===== src/rtl/axil_pkg.sv =====
// -----------------------------------------------------------------------------
// axil_pkg
// Shared definitions for the AXI4-Lite bridges on the external endpoint.
//   AXI_RESP_OKAY / AXI_RESP_SLVERR : R/B response encodings.
//   axil_rd_state_e                 : read bridge FSM states.
// -----------------------------------------------------------------------------
package axil_pkg;

  localparam logic [1:0] AXI_RESP_OKAY   = 2'b00;
  localparam logic [1:0] AXI_RESP_SLVERR = 2'b10;

  typedef enum logic [0:0] {
    IDLE = 1'b0,
    EXT  = 1'b1
  } axil_rd_state_e;

endpackage


===== src/rtl/fifo.sv =====
// -----------------------------------------------------------------------------
// fifo
// Small synchronous FIFO used as a response buffer. DEPTH=1 builds a single
// holding register; larger depths build a ring buffer. Storage is cleared on
// reset so dout reads as zero until the first push.
// Ports:
//   clk      in   clock, rising edge
//   rst_n    in   asynchronous active-low reset
//   psh      in   push din (ignored when full and not popping)
//   din      in   WIDTH data to push
//   pop      in   pop the head entry (ignored when empty)
//   dout     out  WIDTH head entry
//   dout_val out  head entry valid (not empty)
//   full     out  no free entry
// -----------------------------------------------------------------------------
module fifo #(
  parameter int WIDTH = 8,
  parameter int DEPTH = 1
) (
  input  logic             clk,
  input  logic             rst_n,
  input  logic             psh,
  input  logic [WIDTH-1:0] din,
  input  logic             pop,
  output logic [WIDTH-1:0] dout,
  output logic             dout_val,
  output logic             full
);

  generate
    if (DEPTH == 1) begin : g_single
      logic [WIDTH-1:0] data_q, data_d;
      logic             val_q, val_d;
      logic             push_ok_s;

      // Single entry: a push is taken when empty or when the entry leaves now.
      always_comb begin
        push_ok_s = psh & (~val_q | pop);
        data_d    = data_q;
        val_d     = val_q;
        if (push_ok_s) begin
          data_d = din;
          val_d  = 1'b1;
        end else if (pop) begin
          val_d  = 1'b0;
        end else begin
          val_d  = val_q;
        end
      end

      // Holding register.
      always_ff @(posedge clk or negedge rst_n) begin
        if (!rst_n) begin
          data_q <= {WIDTH{1'b0}};
          val_q  <= 1'b0;
        end else begin
          data_q <= data_d;
          val_q  <= val_d;
        end
      end

      assign dout     = data_q;
      assign dout_val = val_q;
      assign full     = val_q;
    end else begin : g_ring
      localparam int PW = $clog2(DEPTH);
      localparam int CW = $clog2(DEPTH + 1);

      logic [WIDTH-1:0] mem_q [DEPTH];
      logic [WIDTH-1:0] mem_d [DEPTH];
      logic [PW-1:0]    wr_ptr_q, wr_ptr_d;
      logic [PW-1:0]    rd_ptr_q, rd_ptr_d;
      logic [CW-1:0]    cnt_q, cnt_d;
      logic             push_ok_s, pop_ok_s;

      // Ring pointers and occupancy.
      always_comb begin
        pop_ok_s  = pop & (cnt_q != {CW{1'b0}});
        push_ok_s = psh & ((cnt_q != CW'(DEPTH)) | pop_ok_s);
        mem_d     = mem_q;
        wr_ptr_d  = wr_ptr_q;
        rd_ptr_d  = rd_ptr_q;
        cnt_d     = cnt_q;
        if (push_ok_s) begin
          mem_d[wr_ptr_q] = din;
          wr_ptr_d = (wr_ptr_q == PW'(DEPTH - 1)) ? {PW{1'b0}} : wr_ptr_q + PW'(1);
        end else begin
          wr_ptr_d = wr_ptr_q;
        end
        if (pop_ok_s) begin
          rd_ptr_d = (rd_ptr_q == PW'(DEPTH - 1)) ? {PW{1'b0}} : rd_ptr_q + PW'(1);
        end else begin
          rd_ptr_d = rd_ptr_q;
        end
        if (push_ok_s && !pop_ok_s) begin
          cnt_d = cnt_q + CW'(1);
        end else if (pop_ok_s && !push_ok_s) begin
          cnt_d = cnt_q - CW'(1);
        end else begin
          cnt_d = cnt_q;
        end
      end

      // Ring storage and pointers.
      always_ff @(posedge clk or negedge rst_n) begin
        if (!rst_n) begin
          for (int i = 0; i < DEPTH; i++) begin
            mem_q[i] <= {WIDTH{1'b0}};
          end
          wr_ptr_q <= {PW{1'b0}};
          rd_ptr_q <= {PW{1'b0}};
          cnt_q    <= {CW{1'b0}};
        end else begin
          mem_q    <= mem_d;
          wr_ptr_q <= wr_ptr_d;
          rd_ptr_q <= rd_ptr_d;
          cnt_q    <= cnt_d;
        end
      end

      assign dout     = mem_q[rd_ptr_q];
      assign dout_val = (cnt_q != {CW{1'b0}});
      assign full     = (cnt_q == CW'(DEPTH));
    end
  endgenerate

endmodule


===== src/rtl/axil_rd_ext.sv =====
// -----------------------------------------------------------------------------
// axil_rd_ext
// AXI4-Lite read slave bridging single-beat reads at MEM_BASE onto an external
// request/response read port. One transaction outstanding at a time; reads to
// any other address return SLVERR without touching the external side.
// Optional feature macro: AXIL_RD_TIMEOUT_EN -- abandon an external read that
// gets no response within TIMEOUT_CYCLES cycles and answer SLVERR.
// Ports:
//   clk, rst_n                 clock, async active-low reset
//   axi_araddr/arvalid/arready AR channel
//   axi_rdata/rresp/rvalid/rready R channel (driven from a 1-entry buffer)
//   ext_rd_req                 external read request, level, held until response
//   ext_rsp_val, ext_rd_dat    external single-cycle response and its data
// -----------------------------------------------------------------------------
module axil_rd_ext
  import axil_pkg::*;
#(
  parameter int                    ADDR_WIDTH     = 32,
  parameter int                    DATA_WIDTH     = 32,
  parameter logic [ADDR_WIDTH-1:0] MEM_BASE       = ADDR_WIDTH'(32'h1000_0000),
  parameter int                    TIMEOUT_CYCLES = 256
) (
  input  logic                  clk,
  input  logic                  rst_n,
  input  logic [ADDR_WIDTH-1:0] axi_araddr,
  input  logic                  axi_arvalid,
  output logic                  axi_arready,
  output logic [DATA_WIDTH-1:0] axi_rdata,
  output logic [1:0]            axi_rresp,
  output logic                  axi_rvalid,
  input  logic                  axi_rready,
  output logic                  ext_rd_req,
  input  logic                  ext_rsp_val,
  input  logic [DATA_WIDTH-1:0] ext_rd_dat
);

  localparam int RW = DATA_WIDTH + 2;

  axil_rd_state_e  state_q, state_d;
  logic            push_s;
  logic [RW-1:0]   push_data_s;
  logic            pop_s;
  logic            full_s;
  logic            rvalid_s;
  logic [RW-1:0]   rsp_s;
  logic            ar_hs_s;
  logic            addr_hit_s;
  logic            to_expired_s;

  // AR is only taken in IDLE with room for the answer, so the buffer can never
  // overflow and a pop never coincides with an accept.
  always_comb begin
    axi_arready = (state_q == IDLE) && !full_s;
    ext_rd_req  = (state_q == EXT);
    ar_hs_s     = axi_arvalid & axi_arready;
    addr_hit_s  = (axi_araddr == MEM_BASE);
    pop_s       = rvalid_s & axi_rready;
  end

`ifdef AXIL_RD_TIMEOUT_EN
  localparam int TW = $clog2(TIMEOUT_CYCLES) + 1;

  logic [TW-1:0] to_cnt_q, to_cnt_d;

  // Counts EXT cycles from zero; it sits at zero in IDLE so each entry to
  // EXT starts a fresh count.
  always_comb begin
    if (state_q == EXT) begin
      to_cnt_d = to_cnt_q + TW'(1);
    end else begin
      to_cnt_d = {TW{1'b0}};
    end
    to_expired_s = (state_q == EXT) && (to_cnt_q == TW'(TIMEOUT_CYCLES - 1));
  end

  // Timeout counter register.
  always_ff @(posedge clk or negedge rst_n) begin
    if (!rst_n) begin
      to_cnt_q <= {TW{1'b0}};
    end else begin
      to_cnt_q <= to_cnt_d;
    end
  end
`else
  localparam int unused_timeout_cycles = TIMEOUT_CYCLES;

  // Without the timeout the external read waits indefinitely.
  always_comb begin
    to_expired_s = 1'b0;
  end
`endif

  // Next state and response-buffer push. A response in the expiry cycle
  // wins over the timeout.
  always_comb begin
    state_d     = state_q;
    push_s      = 1'b0;
    push_data_s = {RW{1'b0}};
    case (state_q)
      IDLE: begin
        if (ar_hs_s) begin
          if (addr_hit_s) begin
            state_d = EXT;
          end else begin
            push_s      = 1'b1;
            push_data_s = {{DATA_WIDTH{1'b0}}, AXI_RESP_SLVERR};
          end
        end else begin
          state_d = IDLE;
        end
      end
      EXT: begin
        if (ext_rsp_val) begin
          push_s      = 1'b1;
          push_data_s = {ext_rd_dat, AXI_RESP_OKAY};
          state_d     = IDLE;
        end else if (to_expired_s) begin
          push_s      = 1'b1;
          push_data_s = {{DATA_WIDTH{1'b0}}, AXI_RESP_SLVERR};
          state_d     = IDLE;
        end else begin
          state_d = EXT;
        end
      end
      default: begin
        state_d = IDLE;
      end
    endcase
  end

  // FSM state register.
  always_ff @(posedge clk or negedge rst_n) begin
    if (!rst_n) begin
      state_q <= IDLE;
    end else begin
      state_q <= state_d;
    end
  end

  fifo #(
    .WIDTH (RW),
    .DEPTH (1)
  ) u_rsp_fifo (
    .clk      (clk),
    .rst_n    (rst_n),
    .psh      (push_s),
    .din      (push_data_s),
    .pop      (pop_s),
    .dout     (rsp_s),
    .dout_val (rvalid_s),
    .full     (full_s)
  );

  assign axi_rvalid = rvalid_s;
  assign axi_rdata  = rsp_s[RW-1:2];
  assign axi_rresp  = rsp_s[1:0];

endmodule


===== config.mk =====
export PLATFORM = sky130hd
export DESIGN_NAME = axil_rd_ext
export DESIGN_NICKNAME = d
export VERILOG_FILES = /design/src/rtl/axil_pkg.sv /design/src/rtl/fifo.sv /design/src/rtl/axil_rd_ext.sv
export SDC_FILE = /design/constraint.sdc
export NUM_CORES = 1
export LEC_CHECK = 0
export ABC_CLOCK_PERIOD_IN_PS = 1150
export BUFFER_PORTS_ARGS = -buffer_cell sky130_fd_sc_hd__buf_2
export CORE_AREA = 3 3 76 64
export CTS_CLUSTER_SIZE = 25
export DETAILED_ROUTE_END_ITERATION = 12
export DIE_AREA = 0 0 79 67
export PLACE_DENSITY_LB_ADDON = 0.05
export SLEW_MARGIN = 40
export SYNTH_ARGS = -nofsm -noshare
export SYNTH_HDL_FRONTEND = slang
export SYNTH_SLANG_ARGS = --single-unit
export TNS_END_PERCENT = 10

===== constraint.sdc =====
create_clock -name clk -period 1.15 [get_ports clk]
set_input_delay 0.1725 -clock clk [delete_from_list [all_inputs] [get_ports clk]]
set_output_delay 0.1725 -clock clk [all_outputs]
set_load 0.005 [all_outputs]

==> out/results.ini, run 1 <==
[critical_path]
cp_data_arrival_time_ps = 1400
crit_fanout = 14
cp.required_ps = 1320
path_class = reg -> reg
max_stage_delay_ps = 400
end_kind = register
cp_cell_sequence = buf_4 > nand2b_4 > nand3_2 > buf_6 > a21o_1
critPathSlowestCell = dfrtp_1
start_kind = register
reg2regPathDepth = 5

[sta]
period_needed_ps = 1230
hold_viol_final = 0
finalCritPeriodShare = 1.07
rsz0062_at_grt = true
finalSetupViolCount = 34
fmax_mhz = 810
drv_slew = 0
fin_ws_ps = -84.1
skew_ps = 6.39
whs_ps = 91.7

[pwr]
vdd.ir_drop.worst_mv = 0.647
p_per_area_mw_per_mm2 = 1010
p_leak_nw = 1.23

[die]
start_util = 0.366
die_area_mm2 = 0.00529
die_w_um = 79
rows = 21
coreArea_mm2 = 0.00415
pin_count = 106
die_h_um = 67

[layout]
drive_gt1_frac = 0.518
syn_to_final_growth_pct = 58.4
register_area_um2 = 876
fin_nets = 350
final_cells = 339
fill_cells = 424
multi_input_area_um2 = 707
fin_util = 0.579
n_antenna_cell = 0
layout_common_cells = buf_2, nand2_1, dfrtp_1
layout_commonest_cell = buf_2

[routing]
vias = 1550
viasPerCell = 4.57
drt_iter0_drc = 82
drt_pass1_iterations = 4
ant_nets = 0
drt-total-wl_mm = 4.67
drcViolationCount = 0
wl_per_cell_um = 13.8

[clock_tree]
cts_tree = built
cts_buffer_depth = 2
cts_htree_levels = 2
cts_sinks = 35
clock_tree.root_cell = clkbuf_8
cts_buffers = 5
clk_pin_slew_ps = 80
insertion_delay_ps = 280

[yosys]
syn-num-nets = 233
synth_warnings = 0
synthCells = 164
synth_seq_area_share = 0.577
syn_area_per_cell_um2 = 9.25
ys_ff_latch = 35
ys_types = 22
syn_area_mm2 = 0.00152

[place]
dp_cells = 324
io_buffers = 104
dp_hpwl_mm = 2.99
globalplace.congestion = 0.717
place_ws_ps = -302

[min_path]
hold_path_depth = 3
hold_class = in -> reg

[run_status]
violations = negative setup slack
status = finished, violations left

[grt]
grt_pass1_vias = 1589
grt_pass1_wl_mm = 7.40
grt_max_degree = 36
grt_use_total = 0.182
antenna_found_initial = 0
overflow = 0

[job]
maxCapViolCount = 0

-- area by class of cell --
class,instances,share of cell area
Clock buffer,6,0.0302
Clock inverter,2,0.00521
Inverter,1,0.00156
Multi-Input combinational cell,120,0.294
Sequential cell,35,0.364
Tap cell,57,0.0297
Timing Repair Buffer,118,0.275
-- logic make-up (layout without fill, tap and decap cells) --
| family | after synthesis | after routing | share of synthesized area |
|---|---|---|---|
| flip-flops | 35 | 35 | 0.577 |
| AO/OA/AOI/OAI | 35 | 38 | 0.135 |
| buffers and inverters | 12 | 127 | 0.0478 |
| AND/OR/NAND/NOR | 81 | 81 | 0.237 |
| other | 1 | 1 | 0.00247 |
-- sequential cells by signal, indices dropped and copies added, names as in the netlist --
register	cells
ext_rd_req	1
u_rsp_fifo.dout	33
u_rsp_fifo.dout_val	1
-- layer usage --
metal,track usage,share of wire,wire [um]
met5,0,0,0
met4,0.0451,0.0045,21
met3,0.0405,0.066,308
met2,0.329,0.49,2300
met1,0.219,0.44,2040
-- worst paths after layout --
kind,from,slack [ps],to
worst max-delay path,u_rsp_fifo.dout_val,-80,u_rsp_fifo.dout[1]
worst min-delay path,ext_rd_dat[14],90,u_rsp_fifo.dout[16]
worst max register to register,u_rsp_fifo.dout_val,-80,u_rsp_fifo.dout[1]
worst min register to register,u_rsp_fifo.dout[1],510,u_rsp_fifo.dout[1]
max in group asynchronous,rst_n,560,u_rsp_fifo.dout_val
min in group asynchronous,rst_n,400,u_rsp_fifo.dout[26]
-- timing repair --
item / CTS / global route
setup buffers: 2 / 0
hold buffers: 1 / 0
setup endpoints to repair: 34 / 38
pin swaps: 2 / 1
resized for setup: 8 / 5
gates cloned: 3 / 1
hold endpoints to repair: 35 / 0
-- through the flow --
step,area [um2],power [mW],setup TNS (ps)
final,2400,2.43,-1760
after global routing,2400,2.54,-4080
after CTS,2380,2.44,-1470
after detailed placement,2200,1.54,-8620
after global placement,2200,1.54,-8090
after floorplan,1610,1.36,-736
-- synthesized netlist by cell type --
| cell type | instances | area, um2 |
|---|---|---|
| nand3b_4 | 1 | 20.0 |
| nand2b_1 | 1 | 6.26 |
| nor4_1 | 7 | 43.8 |
| nor2b_1 | 1 | 6.26 |
| buf_6 | 3 | 33.8 |
| nand3_1 | 1 | 5.00 |
| nor2_1 | 1 | 3.75 |
| o21ba_2 | 1 | 10.0 |
| a21o_1 | 1 | 7.51 |
| nand2_1 | 66 | 248 |
| o21ai_2 | 5 | 43.8 |
| o32ai_1 | 1 | 8.76 |
| nand4_1 | 2 | 12.5 |
| nor4b_2 | 1 | 15.0 |
| clkbuf_1 | 6 | 22.5 |
| inv_1 | 1 | 3.75 |
| o21ai_0 | 4 | 20.0 |
| conb_1 | 1 | 3.75 |
| dfrtp_1 | 35 | 876 |
| buf_2 | 1 | 5.00 |
| buf_4 | 1 | 7.51 |
| o21ai_1 | 23 | 115 |
-- power by group --
part	internal [mW]	total (mW)	switching, mW
Combinational	0.170	0.327	0.158
Clock	0.423	0.859	0.436
Sequential	1.24	1.24	0.00439
-- critical path: cells and delay by family (launching register included) --
family,cells,cell delay (ps)
AO/OA/AOI/OAI,1,170
buffers and inverters,2,330
flip-flops,1,400
AND/OR/NAND/NOR,2,220
Note: power is estimated with default switching activity, not from simulation.
==> run 2: changes to the inputs <==
PLACE_DENSITY = 0.72   (was unset)
PLACE_DENSITY_LB_ADDON = unset   (was 0.05)
==> run 2 against run 1 <==
Compared with the run above: the run still ends with negative setup slack left; die area unchanged; routed wire length down 1.2%; flip-flop and latch count unchanged.
==> out/results.ini, run 2 (synthesis results as in run 1) <==
[run_status]
status = finished, violations left
violations = negative setup slack

[routing]
vias = 1598  ; +3.1%
drcViolationCount = 0  ; unchanged
ant_nets = 0  ; unchanged
drt-total-wl_mm = 4.62  ; -1.2%
drt_pass1_iterations = 2  ; -2
drt_iter0_drc = 58  ; -29%
viasPerCell = 4.65  ; +1.6%
wl_per_cell_um = 13.4  ; -2.6%

[sta]
setup-tns-final_ps = -2090  ; -332 ps
rsz0062_at_grt = true
finalSetupViolCount = 35  ; +2.9%
fmax_mhz = 792  ; -2.3%
whs_ps = 88.2  ; -3.51 ps
drv_slew = 0  ; unchanged
period_needed_ps = 1260  ; +28.6 ps
finalCritPeriodShare = 1.10  ; +0.0248
fin_ws_ps = -113  ; -28.6 ps
hold_viol_final = 0  ; unchanged
skew_ps = 2.11  ; -4.28 ps

[critical_path]
cp.required_ps = 1320  ; about the same
start_kind = primary input
critPathSlowestCell = o21ba_4
path_class = in -> reg
reg2regPathDepth = 5  ; unchanged
r2r_slack_ps = -100  ; -20 ps
cp_num_buf_inv = 2  ; unchanged
crit_fanout = 11  ; -3
path_depth = 6  ; +1
end_kind = register
cp_data_arrival_time_ps = 1430  ; +30 ps
path_delay_family = simple AND/OR/NAND/NOR gates
max_stage_delay_ps = 320  ; -80 ps
cp_cell_sequence = buf_2 > nor4_4 > nand4_1 > o21ba_4 > buf_12 > a21o_1

[clock_tree]
cts_htree_levels = 2  ; unchanged
clk_pin_slew_ps = 70  ; about the same
cts_sinks = 35  ; unchanged
cts_buffers = 5  ; unchanged
insertion_delay_ps = 270  ; about the same
clock_tree.root_cell = clkbuf_8
cts_buffer_depth = 2  ; unchanged
cts_tree = built

[layout]
n_antenna_cell = 0  ; unchanged
final_cells = 344  ; +1.5%
syn_to_final_growth_pct = 73.2
layout_commonest_cell = buf_2
drive_gt1_frac = 0.564  ; +0.0467
layout_common_cells = buf_2, nand2_1, dfrtp_1
fin_util = 0.633  ; +0.0543
largest_register_ffs = 33  ; unchanged
fill_cells = 369  ; -13%
fin_nets = 355  ; +1.4%

[grt]
grt_use_total = 0.174  ; -0.00792
overflow = 0  ; unchanged
grt_pass1_wl_mm = 7.16  ; -3.3%
antenna_found_initial = 0  ; unchanged
grt_max_degree = 36  ; unchanged
grt_pass1_vias = 1555  ; -2.1%

[pwr]
sw_frac_of_total = 0.236  ; -0.0101
p_leak_nw = 1.32  ; +7.4%
vdd.ir_drop.worst_mv = 0.654  ; +1.2%
comb_power_share = 0.172  ; +0.037
clkPwrFrac = 0.331  ; -0.023
power_frac_seq = 0.496  ; -0.015
p_switching_mw = 0.590  ; -1.3%
p_int_mw = 1.91  ; +4.4%
p_per_area_mw_per_mm2 = 950  ; -5.8%

[die]
die_area_mm2 = 0.00529  ; unchanged
start_util = 0.366  ; unchanged
die_w_um = 79  ; unchanged
die_h_um = 67  ; unchanged
coreArea_mm2 = 0.00415  ; unchanged
pin_count = 106  ; unchanged
rows = 21  ; unchanged

[place]
place_ws_ps = -285  ; +17.7 ps
globalplace.congestion = 0.715  ; -0.35%
dp_cells = 326  ; +0.62%
dp_hpwl_mm = 2.97  ; -0.45%
io_buffers = 104  ; unchanged

[min_path]
hold_path_depth = 3  ; unchanged
hold_class = in -> reg

[job]
maxCapViolCount = 0  ; unchanged

-- run 2: changes by cell type in the layout (fill, tap and decap cells not counted), sizes merged --
cell,before,now
clkbuf,6,7
o21ba,4,2
buf,117,124
clkinvlp,1,0
-- run 2: power by group through the flow --
| stage | combinational, mW | sequential [mW] | clock [mW] |
|---|---|---|---|
| 4_1_cts | 0.400 | 1.24 | 0.852 |
| 5_1_grt | 0.462 | 1.24 | 0.914 |
| 2_1_floorplan | 0.0991 | 1.27 | 0 |
| 3_5_place_dp | 0.281 | 1.26 | 0 |
| 3_3_place_gp | 0.277 | 1.26 | 0 |
| 6_report | 0.430 | 1.24 | 0.828 |
-- run 2: worst paths after layout --
| kind | start | to |
|---|---|---|
| min in group asynchronous | rst_n | u_rsp_fifo.dout[2] |
| max reg2reg | u_rsp_fifo.dout_val | u_rsp_fifo.dout[32] |
| max | axi_araddr[24] | u_rsp_fifo.dout[1] |
| max in group asynchronous | rst_n | u_rsp_fifo.dout_val |
| min reg2reg | u_rsp_fifo.dout[1] | u_rsp_fifo.dout[1] |
| min | ext_rd_dat[5] | u_rsp_fifo.dout[7] |
-- run 2: repair_timing --
action / 4_1_cts / 5_1_grt
setup buffers: 6 / 0
cloned: 3 / 0
endpoints found under the setup margin: 35 / 37
resized for setup: 23 / 18
pin swaps: 4 / 10
hold endpoints to repair: 35 / 0
hold buffers: 1 / 0
-- run 2: layout make-up --
class / count / area, um2 / share of cell area
inverters: 1 / 3.75 / 0.00143
flip-flops and latches: 35 / 876 / 0.333
clock buffers: 7 / 76.3 / 0.0290
well taps: 57 / 71.3 / 0.0271
clock inverters: 1 / 5.00 / 0.00190
multi-input cells: 118 / 748 / 0.285
repair buffers: 125 / 848 / 0.323
-- run 2: metal layers --
metal  vias up  track usage  routed length, um
met5         -            0                  0
met3         4       0.0473                381
li1        793            -                  -
met4         0       0.0451                 33
met1       734        0.234               2060
met2        67        0.277               2140
-- run 2: per-stage QoR --
step | power (mW) | instance area [um2]
after floorplan | 1.36 | 1610
after global placement | 1.54 | 2220
after detailed placement | 1.54 | 2220
after CTS | 2.49 | 2530
after global routing | 2.61 | 2630
final | 2.50 | 2630
-- run 2: worst reg2reg max path, stage by stage (launching register included) --
cell and delay, ps:
dfrtp_1 390, nor2_2 140, nand2_2 90, o21ba_4 310, buf_12 140, o21ai_1 70
